[src/rtl/alu_issue_if.sv]
// Bundle of command, ALU operand/result and result-handshake signals for the
// ALU issue unit. The unit uses the slave view; the command producer, ALU and
// result consumer together use the master view.
interface alu_issue_if;
    logic       cmd_valid;
    logic       cmd_ready;
    logic [2:0] cmd_op;
    logic [7:0] cmd_a;
    logic [7:0] cmd_b;
    logic       cmd_use_acc;

    logic [7:0] alu_a;
    logic [7:0] alu_b;
    logic [2:0] alu_sel;
    logic [7:0] alu_out;
    logic       alu_zero;

    logic       res_valid;
    logic       res_ready;
    logic [7:0] res_data;
    logic       res_zero;
    logic [7:0] acc;
    logic       busy;

    modport slave (
        input  cmd_valid, cmd_op, cmd_a, cmd_b, cmd_use_acc,
        input  alu_out, alu_zero, res_ready,
        output cmd_ready, alu_a, alu_b, alu_sel,
        output res_valid, res_data, res_zero, acc, busy
    );

    modport master (
        output cmd_valid, cmd_op, cmd_a, cmd_b, cmd_use_acc,
        output alu_out, alu_zero, res_ready,
        input  cmd_ready, alu_a, alu_b, alu_sel,
        input  res_valid, res_data, res_zero, acc, busy
    );
endinterface

[src/rtl/alu_issue_unit.sv]
// Issue stage for an 8-bit combinational ALU: buffers commands in a FIFO,
// issues one at a time into registered ALU inputs, captures result and Zero
// flag (also into the accumulator) and offers the result on a valid/ready port.
module alu_issue_unit #(
    parameter int DEPTH = 4
) (
    input  logic        clk,
    input  logic        rst,
    alu_issue_if.slave  bus
);
    localparam int PW = (DEPTH > 1) ? $clog2(DEPTH) : 1;
    localparam int CW = PW + 1;
    localparam logic [CW-1:0] DEPTH_C = CW'(DEPTH);
    localparam logic [CW-1:0] CNT_ONE = CW'(1);
    localparam logic [PW-1:0] PTR_ONE = PW'(1);

    typedef enum logic [1:0] {
        IDLE = 2'd0,
        EXEC = 2'd1,
        HOLD = 2'd2
    } state_t;

    state_t          state_q, state_d;

    // Command storage (payload only; validity is tracked by count_q)
    logic [2:0]      op_mem [DEPTH];
    logic [7:0]      a_mem  [DEPTH];
    logic [7:0]      b_mem  [DEPTH];
    logic            ua_mem [DEPTH];

    logic [PW-1:0]   wr_ptr_q, rd_ptr_q;
    logic [CW-1:0]   count_q;

    logic [7:0]      alu_a_q, alu_b_q;
    logic [2:0]      alu_sel_q;
    logic [7:0]      res_data_q, acc_q;
    logic            res_zero_q, res_valid_q;

    logic            fifo_empty;
    logic            push, pop, capture, release_res;

    assign fifo_empty    = (count_q == '0);
    assign bus.cmd_ready = (count_q < DEPTH_C);
    assign push          = bus.cmd_valid && bus.cmd_ready;

    // Next-state and per-cycle control decode for the issue sequencer
    always_comb begin
        state_d     = state_q;
        pop         = 1'b0;
        capture     = 1'b0;
        release_res = 1'b0;
        unique case (state_q)
            IDLE: begin
                if (!fifo_empty) begin
                    pop     = 1'b1;
                    state_d = EXEC;
                end
            end
            EXEC: begin
                capture = 1'b1;
                state_d = HOLD;
            end
            HOLD: begin
                if (bus.res_ready) begin
                    release_res = 1'b1;
                    if (!fifo_empty) begin
                        pop     = 1'b1;
                        state_d = EXEC;
                    end else begin
                        state_d = IDLE;
                    end
                end
            end
            default: state_d = IDLE;
        endcase
    end

    // Sequencer state register
    always_ff @(posedge clk) begin
        if (rst) state_q <= IDLE;
        else     state_q <= state_d;
    end

    // FIFO payload write; stale entries are harmless since count_q gates reads
    always_ff @(posedge clk) begin
        if (push) begin
            op_mem[wr_ptr_q] <= bus.cmd_op;
            a_mem[wr_ptr_q]  <= bus.cmd_a;
            b_mem[wr_ptr_q]  <= bus.cmd_b;
            ua_mem[wr_ptr_q] <= bus.cmd_use_acc;
        end
    end

    // FIFO pointers and occupancy; pointers wrap naturally at DEPTH
    always_ff @(posedge clk) begin
        if (rst) begin
            wr_ptr_q <= '0;
            rd_ptr_q <= '0;
            count_q  <= '0;
        end else begin
            if (push) wr_ptr_q <= wr_ptr_q + PTR_ONE;
            if (pop)  rd_ptr_q <= rd_ptr_q + PTR_ONE;
            unique case ({push, pop})
                2'b10:   count_q <= count_q + CNT_ONE;
                2'b01:   count_q <= count_q - CNT_ONE;
                default: count_q <= count_q;
            endcase
        end
    end

    // Issue: load ALU inputs from the FIFO head; operand A may come from acc
    always_ff @(posedge clk) begin
        if (rst) begin
            alu_a_q   <= '0;
            alu_b_q   <= '0;
            alu_sel_q <= '0;
        end else if (pop) begin
            alu_sel_q <= op_mem[rd_ptr_q];
            alu_b_q   <= b_mem[rd_ptr_q];
            alu_a_q   <= ua_mem[rd_ptr_q] ? acc_q : a_mem[rd_ptr_q];
        end
    end

    // Capture ALU output after its settle cycle; hold until consumer accepts
    always_ff @(posedge clk) begin
        if (rst) begin
            res_data_q  <= '0;
            res_zero_q  <= 1'b0;
            acc_q       <= '0;
            res_valid_q <= 1'b0;
        end else if (capture) begin
            res_data_q  <= bus.alu_out;
            res_zero_q  <= bus.alu_zero;
            acc_q       <= bus.alu_out;
            res_valid_q <= 1'b1;
        end else if (release_res) begin
            res_valid_q <= 1'b0;
        end
    end

    assign bus.alu_a     = alu_a_q;
    assign bus.alu_b     = alu_b_q;
    assign bus.alu_sel   = alu_sel_q;
    assign bus.res_valid = res_valid_q;
    assign bus.res_data  = res_data_q;
    assign bus.res_zero  = res_zero_q;
    assign bus.acc       = acc_q;
    assign bus.busy      = (state_q != IDLE) || !fifo_empty;
endmodule

[src/flat_wrapper.sv]
// flat-port wrapper written by rule: the top's interface ports become plain ports
module alu_issue_unit_flat 
#(
    parameter int DEPTH = 4
)
  (clk, rst, bus_cmd_valid, bus_cmd_op, bus_cmd_a, bus_cmd_b, bus_cmd_use_acc, bus_alu_out, bus_alu_zero, bus_res_ready, bus_cmd_ready, bus_alu_a, bus_alu_b, bus_alu_sel, bus_res_valid, bus_res_data, bus_res_zero, bus_acc, bus_busy);
  alu_issue_if bus_i ();
  input  logic clk;
  input  logic rst;
  input wire logic [$bits(bus_i.cmd_valid)-1:0] bus_cmd_valid;
  input wire logic [$bits(bus_i.cmd_op)-1:0] bus_cmd_op;
  input wire logic [$bits(bus_i.cmd_a)-1:0] bus_cmd_a;
  input wire logic [$bits(bus_i.cmd_b)-1:0] bus_cmd_b;
  input wire logic [$bits(bus_i.cmd_use_acc)-1:0] bus_cmd_use_acc;
  input wire logic [$bits(bus_i.alu_out)-1:0] bus_alu_out;
  input wire logic [$bits(bus_i.alu_zero)-1:0] bus_alu_zero;
  input wire logic [$bits(bus_i.res_ready)-1:0] bus_res_ready;
  output wire logic [$bits(bus_i.cmd_ready)-1:0] bus_cmd_ready;
  output wire logic [$bits(bus_i.alu_a)-1:0] bus_alu_a;
  output wire logic [$bits(bus_i.alu_b)-1:0] bus_alu_b;
  output wire logic [$bits(bus_i.alu_sel)-1:0] bus_alu_sel;
  output wire logic [$bits(bus_i.res_valid)-1:0] bus_res_valid;
  output wire logic [$bits(bus_i.res_data)-1:0] bus_res_data;
  output wire logic [$bits(bus_i.res_zero)-1:0] bus_res_zero;
  output wire logic [$bits(bus_i.acc)-1:0] bus_acc;
  output wire logic [$bits(bus_i.busy)-1:0] bus_busy;
  assign bus_i.cmd_valid = bus_cmd_valid;
  assign bus_i.cmd_op = bus_cmd_op;
  assign bus_i.cmd_a = bus_cmd_a;
  assign bus_i.cmd_b = bus_cmd_b;
  assign bus_i.cmd_use_acc = bus_cmd_use_acc;
  assign bus_i.alu_out = bus_alu_out;
  assign bus_i.alu_zero = bus_alu_zero;
  assign bus_i.res_ready = bus_res_ready;
  assign bus_cmd_ready = bus_i.cmd_ready;
  assign bus_alu_a = bus_i.alu_a;
  assign bus_alu_b = bus_i.alu_b;
  assign bus_alu_sel = bus_i.alu_sel;
  assign bus_res_valid = bus_i.res_valid;
  assign bus_res_data = bus_i.res_data;
  assign bus_res_zero = bus_i.res_zero;
  assign bus_acc = bus_i.acc;
  assign bus_busy = bus_i.busy;
  alu_issue_unit #(.DEPTH(DEPTH)) u_core (.clk(clk), .rst(rst), .bus(bus_i));
endmodule
[config.mk]
export PLATFORM = sky130hd
export DESIGN_NAME = alu_issue_unit_flat
export DESIGN_NICKNAME = d
export VERILOG_FILES = /design/src/rtl/alu_issue_if.sv /design/src/rtl/alu_issue_unit.sv /design/src/flat_wrapper.sv
export SDC_FILE = /design/constraint.sdc
export NUM_CORES = 1
export LEC_CHECK = 0
export BUFFER_PORTS_ARGS = -buffer_cell sky130_fd_sc_hd__buf_2
export CELL_PAD_IN_SITES_DETAIL_PLACEMENT = 1
export CELL_PAD_IN_SITES_GLOBAL_PLACEMENT = 1
export CORE_MARGIN = 2
export CORE_UTILIZATION = 52
export CTS_BUF_LIST = sky130_fd_sc_hd__clkbuf_2
export DETAILED_ROUTE_END_ITERATION = 16
export GPL_ROUTABILITY_DRIVEN = 0
export GPL_TIMING_DRIVEN = 0
export PLACE_DENSITY_LB_ADDON = 0.15
export SYNTH_ARGS = -nofsm -noshare
export SYNTH_HDL_FRONTEND = slang
export SYNTH_SLANG_ARGS = --single-unit
[constraint.sdc]
create_clock -name clk -period 4.4 [get_ports clk]
set_input_delay 0 -clock clk [delete_from_list [all_inputs] [get_ports clk]]
set_output_delay 0 -clock clk [all_outputs]
set_load 0.01 [all_outputs]
==> results of run 1 <==
-- cells by family (layout without fill, tap and decap cells) --
kind of cell | count (synthesis) | after routing
flip-flops | 120 | 120
AND/OR/NAND/NOR | 74 | 74
AO/OA/AOI/OAI | 35 | 35
buffers and inverters | 33 | 172
multiplexers | 28 | 28
adder cells (fa/ha/maj) | 6 | 6
XOR/XNOR | 5 | 5
-- tightest hold or removal path, cell delays in order --
cell      delay (ns)
buf_2           0.09
nor2b_1         0.12
clkbuf_1        0.21
xnor2_1         0.20
nor2_1          0.05
-- cells in the final DEF, fill, tap and decap left out, drive strengths merged --
cell type	instances
ha	5
nand2	41
mux4	20
clkbuf	29
a21oi	24
dfxtp	40
edfxtp	80
inv	9
clkinv	6
xnor2	3
mux2i	8
nand2b	2
nor2	20
bufinv	1
xor2	2
nor4b	1
o21ai	2
dlygate4sd3	37
nor2b	3
clkinvlp	5
buf	85
or3	2
fa	1
nor3	1
a211oi	9
and2	4
-- state kept, by name, summed over array words and instances (netlist names), named ones only --
register	cells
u_core.bus.alu_b	8
u_core.b_mem	32
u_core.state_q	2
u_core.bus.res_valid	1
u_core.ua_mem	4
u_core.wr_ptr_q	2
u_core.bus.res_data	8
u_core.op_mem	12
u_core.bus.alu_a	8
u_core.bus.alu_sel	3
u_core.rd_ptr_q	2
u_core.a_mem	32
u_core.bus.res_zero	1
u_core.count_q	3
-- power breakdown --
| part | internal [mW] | switching, mW | leakage, nW |
|---|---|---|---|
| Combinational | 0.479 | 0.599 | 1.00 |
| Clock | 0.206 | 0.422 | 0.122 |
| Sequential | 1.41 | 0.117 | 1.06 |
| Total | 2.10 | 1.14 | 2.18 |
-- worst max-delay path by stage --
stage               cells after the start  slack, ns                              to                            from
finish                                 10       1.80  u_core.count_q[2]$_SDFFE_PP0P_  u_core.count_q[2]$_SDFFE_PP0P_
global route                           10       1.58  u_core.count_q[2]$_SDFFE_PP0P_  u_core.count_q[2]$_SDFFE_PP0P_
CTS                                    10       1.79  u_core.count_q[2]$_SDFFE_PP0P_  u_core.count_q[2]$_SDFFE_PP0P_
detailed placement                     10       1.82  u_core.count_q[2]$_SDFFE_PP0P_  u_core.count_q[2]$_SDFFE_PP0P_
global placement                       10       1.90  u_core.count_q[2]$_SDFFE_PP0P_  u_core.count_q[2]$_SDFFE_PP0P_
floorplan                              10       2.13  u_core.count_q[2]$_SDFFE_PP0P_  u_core.count_q[2]$_SDFFE_PP0P_
-- per-stage QoR --
stage | area, um^2 | total power [mW] | cells | hold WS, ns | utilization
floorplan | 4630 | 2.22 | 301 | 0.0989 | -
global placement | 5120 | 2.52 | 479 | 0.208 | 0.590
detailed placement | 5120 | 2.58 | 479 | 0.221 | 0.590
CTS | 5690 | 3.24 | 548 | 0.0189 | 0.656
global route | 5690 | 3.41 | 548 | 0.0455 | 0.656
finish | 5690 | 3.24 | 548 | 0.0736 | 0.656
-- what timing repair did --
action / 4_1_cts / 5_1_grt
hold buffers: 37 / 0
gates resized for setup: 0 / 0
buffers inserted: 0 / 0
endpoints found under the hold margin: 114 / 0
-- cell type report --
type	instances	area (um^2)	area share
sequential	120	3200	0.563
multi-input combinational	148	1230	0.217
timing repair buffer	107	721	0.127
buffer	24	161	0.0283
tap	108	135	0.0237
clock inverter	12	105	0.0185
clock buffer	20	100	0.0176
inverter	9	33.8	0.00593
-- metal layers --
layer,vias up,share of wire,track usage
met1,1456,0.42,0.291
met5,-,0,0
li1,1349,-,-
met3,13,0.041,0.0580
met2,90,0.53,0.424
met4,0,0.012,0.0843
==> flow_summary.ini, run 1 <==
[synth]
ys.warnings.count = 0
ys_seq_elements = 120
seq_area_frac_synth = 0.691
synth_area_um2 = 4630
ys.flop_type = edfxtp_1
yosysTopAreaCell = edfxtp_1
synth_commonest_cells = edfxtp_1 (80), nand2_1 (41), dfxtp_1 (40)
syn_avg_cell_area_um2 = 15.4
synth-xor-area-share = 0.00945
synth-async-reset-ratio = 0
synth-simple-area-share = 0.0683
ys_top_cells_by_area = edfxtp_1 (52%), dfxtp_1 (17%), mux4_2 (5.8%), mux4_1 (4.5%), nand2_1 (3.3%)
synth_cells = 301
synth_top_family_by_area = multiplexers
synth-compound-area-share = 0.0500
synth_edf_count = 80
synthAdderAreaFrac = 0.0178
synth_most_common_cell = edfxtp_1
muxShareOfSynthArea = 0.121
ys_types = 29
yosysTopAreaCellShare = 0.518
synth_fp_nets = 340

[clock_network]
path_clk_slew_ns = 0.19
cts_max_path_buffers = 2
cts_made_buffers = 17
cts.sinks = 120
worst_skew_pair.late_latency_ns = 0.66
cts_htree_levels = 4
root_buffer = clkbuf_2
cts_tree = yes

[place]
io_buffers = 70
dp_hpwl_um = 6510
dp_slack_ns = 1.82

[critical_path]
cp-end-kind = flip-flop
critPathKind = flip-flop to flip-flop
start_kind = flip-flop
crit_fanout = 10
cp.required_ns = 5.00
ff2ff_path_depth = 10
rrSetupSlack_ns = 1.80
crit_buf_inv = 3
r2r-start = u_core.count_q[2]$_SDFFE_PP0P_
crit_chain = nor3_1 -> or3_4 -> inv_2 -> buf_2 -> ha_1 -> inv_1 -> fa_1 -> xor2_1 -> or3_1 -> a21oi_1
arrival_ns = 3.19
crit_family = simple AND/OR/NAND/NOR gates
regToRegEndpoint = u_core.count_q[2]$_SDFFE_PP0P_
slowest_stage = dfxtp_1
cpPeakStageDelay_ns = 0.43

[global_route]
track_usage = 0.241
grt_max_degree = 21
antenna_found_initial = 0
grt_pass1_wl_um = 17300
globalRoute.totalOverflow = 0
grt_pass1_vias = 3233

[sta]
maxSlewHeadroom = 0.263
fin_crit_sh = 0.590
fmax_mhz = 385
finClkSkew_ns = 0.0408
hold_violations = 0
finalCriticalPeriod_ns = 2.60
setup_viol = 0
rsz0062_at_grt = false
fin_ws_ns = 1.80
worst_pin_slew_ns = 1.11
drv_slew = 0
finalSetupTns_ns = 0

[cells_and_area]
layout.nets = 466
antenna_cells = 0
layout-drive-gt1-share = 0.320
num-fill-cells = 833
area_delta_synth_final_pct = 22.9

[job]
cap_viol_max_count = 0

[hold_path]
worstHoldStart = bus_cmd_valid
hold_end = u_core.wr_ptr_q[0]$_SDFFE_PP0P_
hold_class = primary input to flip-flop
hold_depth = 5

[drt]
ant_nets = 0
via_count = 2908
viasPerCell = 5.31
wire_per_inst_um = 19.8
drt_wl_total_um = 10800
drc = 0
drt-initial-drc-count = 183
drt_first_pass_iters = 4

[floorplanning]
initial_core_util = 0.534
fp.dieW_um = 98.4
die_area_um2 = 9680
num_rows = 34
die_y_um = 98.4
ios = 72
core_area_um2 = 8680

[power_and_ir_drop]
powerDensity_nw_per_um2 = 568
p_leak_nw = 2.18
irDropWorstVdd_uv = 263

[outcome]
status = completed
Power figures use the tool's default switching activity.
==> run 2: changes to the inputs <==
CORE_UTILIZATION = 48   (was 52)
clock period = 2.6 ns   (was 4.4 ns; I/O delays follow)
==> run 2 against run 1 <==
Against the previous run:
- design area is 1.2% higher
- sequential share of layout area shrank 0.65 points
- die area increased by 8.0%
- total power rose by 71%
- via count down 0.17%
- hold slack improved by 0.010 ns
- final cell count increased by 3.8%
- routed wire length is 2.6% lower
- sequential cell count stayed put
- sequential power is 69% higher
- worst setup slack worse by 1.6 ns
- critical path type unchanged
- critical endpoint unchanged
- largest cell class unchanged
- largest power group unchanged
==> flow_summary.ini, run 2 (synthesized netlist as in run 1, its figures left out) <==
[outcome]
status = completed

[critical_path]
crit_fanout = 11
start_kind = flip-flop
critPathKind = flip-flop to flip-flop
cpPeakStageDelay_ns = 0.42
crit_chain = nor3_1 -> or3_4 -> inv_4 -> ha_1 -> inv_1 -> fa_1 -> xor2_1 -> or3_1 -> a21oi_1
arrival_ns = 2.98
crit_family = simple AND/OR/NAND/NOR gates
slowest_stage = dfxtp_1
cp-end-kind = flip-flop
cp.required_ns = 3.17
crit_buf_inv = 2

[drt]
drc = 0
wire_per_inst_um = 18.6
ant_nets = 0
via_count = 2903
viasPerCell = 5.10
drt_first_pass_iters = 4
drt-initial-drc-count = 80
drt_wl_total_um = 10600

[sta]
fmax_mhz = 415
fin_crit_sh = 0.926
maxSlewHeadroom = 0.253
finalCriticalPeriod_ns = 2.41
worst_pin_slew_ns = 1.12
fin_ws_ns = 0.191
finalSetupTns_ns = 0
rsz0062_at_grt = false
drv_slew = 0
hold_slack_ns = 0.0841
setup_viol = 0
hold_violations = 0
finClkSkew_ns = 0.0368

[floorplanning]
initial_core_util = 0.499
ios = 72
die_area_um2 = 10500
fp.dieW_um = 102
core_area_um2 = 9280
num_rows = 35
die_y_um = 102

[power_and_ir_drop]
irDropWorstVdd_uv = 766
powerDensity_nw_per_um2 = 963
p_leak_nw = 2.20
total_power_mw = 5.55

[global_route]
track_usage = 0.223
globalRoute.totalOverflow = 0
grt_max_degree = 21
grt_pass1_vias = 3052
grt_pass1_wl_um = 16600
antenna_found_initial = 0

[cells_and_area]
layout.nets = 466
fin_cells = 569
reg_top3 = u_core.a_mem (32), u_core.b_mem (32), u_core.op_mem (12)
antenna_cells = 0
layout_commonest_cell = edfxtp_1
area_delta_synth_final_pct = 24.3
layout-drive-gt1-share = 0.314
layout_common_cells = edfxtp_1 (80), buf_2 (71), nand2_1 (41)

[place]
placed_cells = 500
io_buffers = 70
dp_slack_ns = 0.0601
dp_hpwl_um = 6530

[clock_network]
root_buffer = clkbuf_2
cts_htree_levels = 4
postCtsSetupBuffers = 0
path_clk_slew_ns = 0.21
cts_made_buffers = 17
cts_tree = yes
worst_skew_pair.late_latency_ns = 0.65
cts.sinks = 120
cts_max_path_buffers = 2

[hold_path]
hold_class = primary input to flip-flop

[job]
cap_viol_max_count = 0
==> run 2: cell count changes in the layout (fill, tap and decap cells not counted), sizes merged <==
cell / change
buf: -1
bufinv: +1
clkbuf: -3
clkinv: +1
clkinvlp: -2
dlygate4sd3: +1
inv: +3
==> run 2: where the power goes <==
part	total (mW)	switching [mW]	internal, mW
clock network	1.18	0.736	0.442
registers	2.58	0.187	2.39
logic	1.79	0.984	0.806
total	5.55	1.91	3.64
==> run 2: cell type report <==
class	instances	area [um^2]
clock buffers	17	85.1
clock inverters	15	153
repair buffers	108	731
well taps	129	161
flip-flops and latches	120	3200
plain buffers	23	156
inverters	9	36.3
multi-input cells	148	1230
fillers	928	3520
==> run 2: what timing repair did <==
action,in CTS,in global routing
gates resized for setup,0,2
endpoints found under the hold margin,114,0
setup endpoints to repair,1,1
hold buffers,38,0
==> run 2: final timing paths <==
path / from / end / slack [ns] / cells past startpoint
min reg2reg: u_core.bus.alu_sel[2]$_SDFFE_PP0P_ / u_core.bus.alu_sel[2]$_SDFFE_PP0P_ / 0.48 / 2
max reg2reg: u_core.count_q[0]$_SDFFE_PP0P_ / u_core.count_q[2]$_SDFFE_PP0P_ / 0.19 / 9
min: bus_cmd_op[2] / u_core.op_mem[3][2]$_DFFE_PP_ / 0.08 / 2
max: u_core.count_q[0]$_SDFFE_PP0P_ / u_core.count_q[2]$_SDFFE_PP0P_ / 0.19 / 9
==> run 2: metal layers <==
layer,up-vias,track usage,routed length [um]
li1,1357,-,-
met1,1462,0.264,4330
met2,69,0.400,5690
met3,15,0.0458,372
met4,0,0.0851,181
met5,-,0,0
==> run 2: stage by stage <==
| stage | utilization | area, um^2 |
|---|---|---|
| 6_report | 0.620 | 5760 |
| 2_1_floorplan | - | 4630 |
| 3_3_place_gp | 0.554 | 5140 |
| 5_1_grt | 0.620 | 5760 |
| 3_5_place_dp | 0.554 | 5140 |
| 4_1_cts | 0.620 | 5760 |
==> run 2: worst register-to-register path, stage by stage, from the launching register on <==
cell and delay [ns]:
dfxtp_1 0.42, nor3_1 0.11, or3_4 0.41, inv_4 0.16, ha_1 0.20, inv_1 0.06, fa_1 0.37, xor2_1 0.15
or3_1 0.30, a21oi_1 0.13
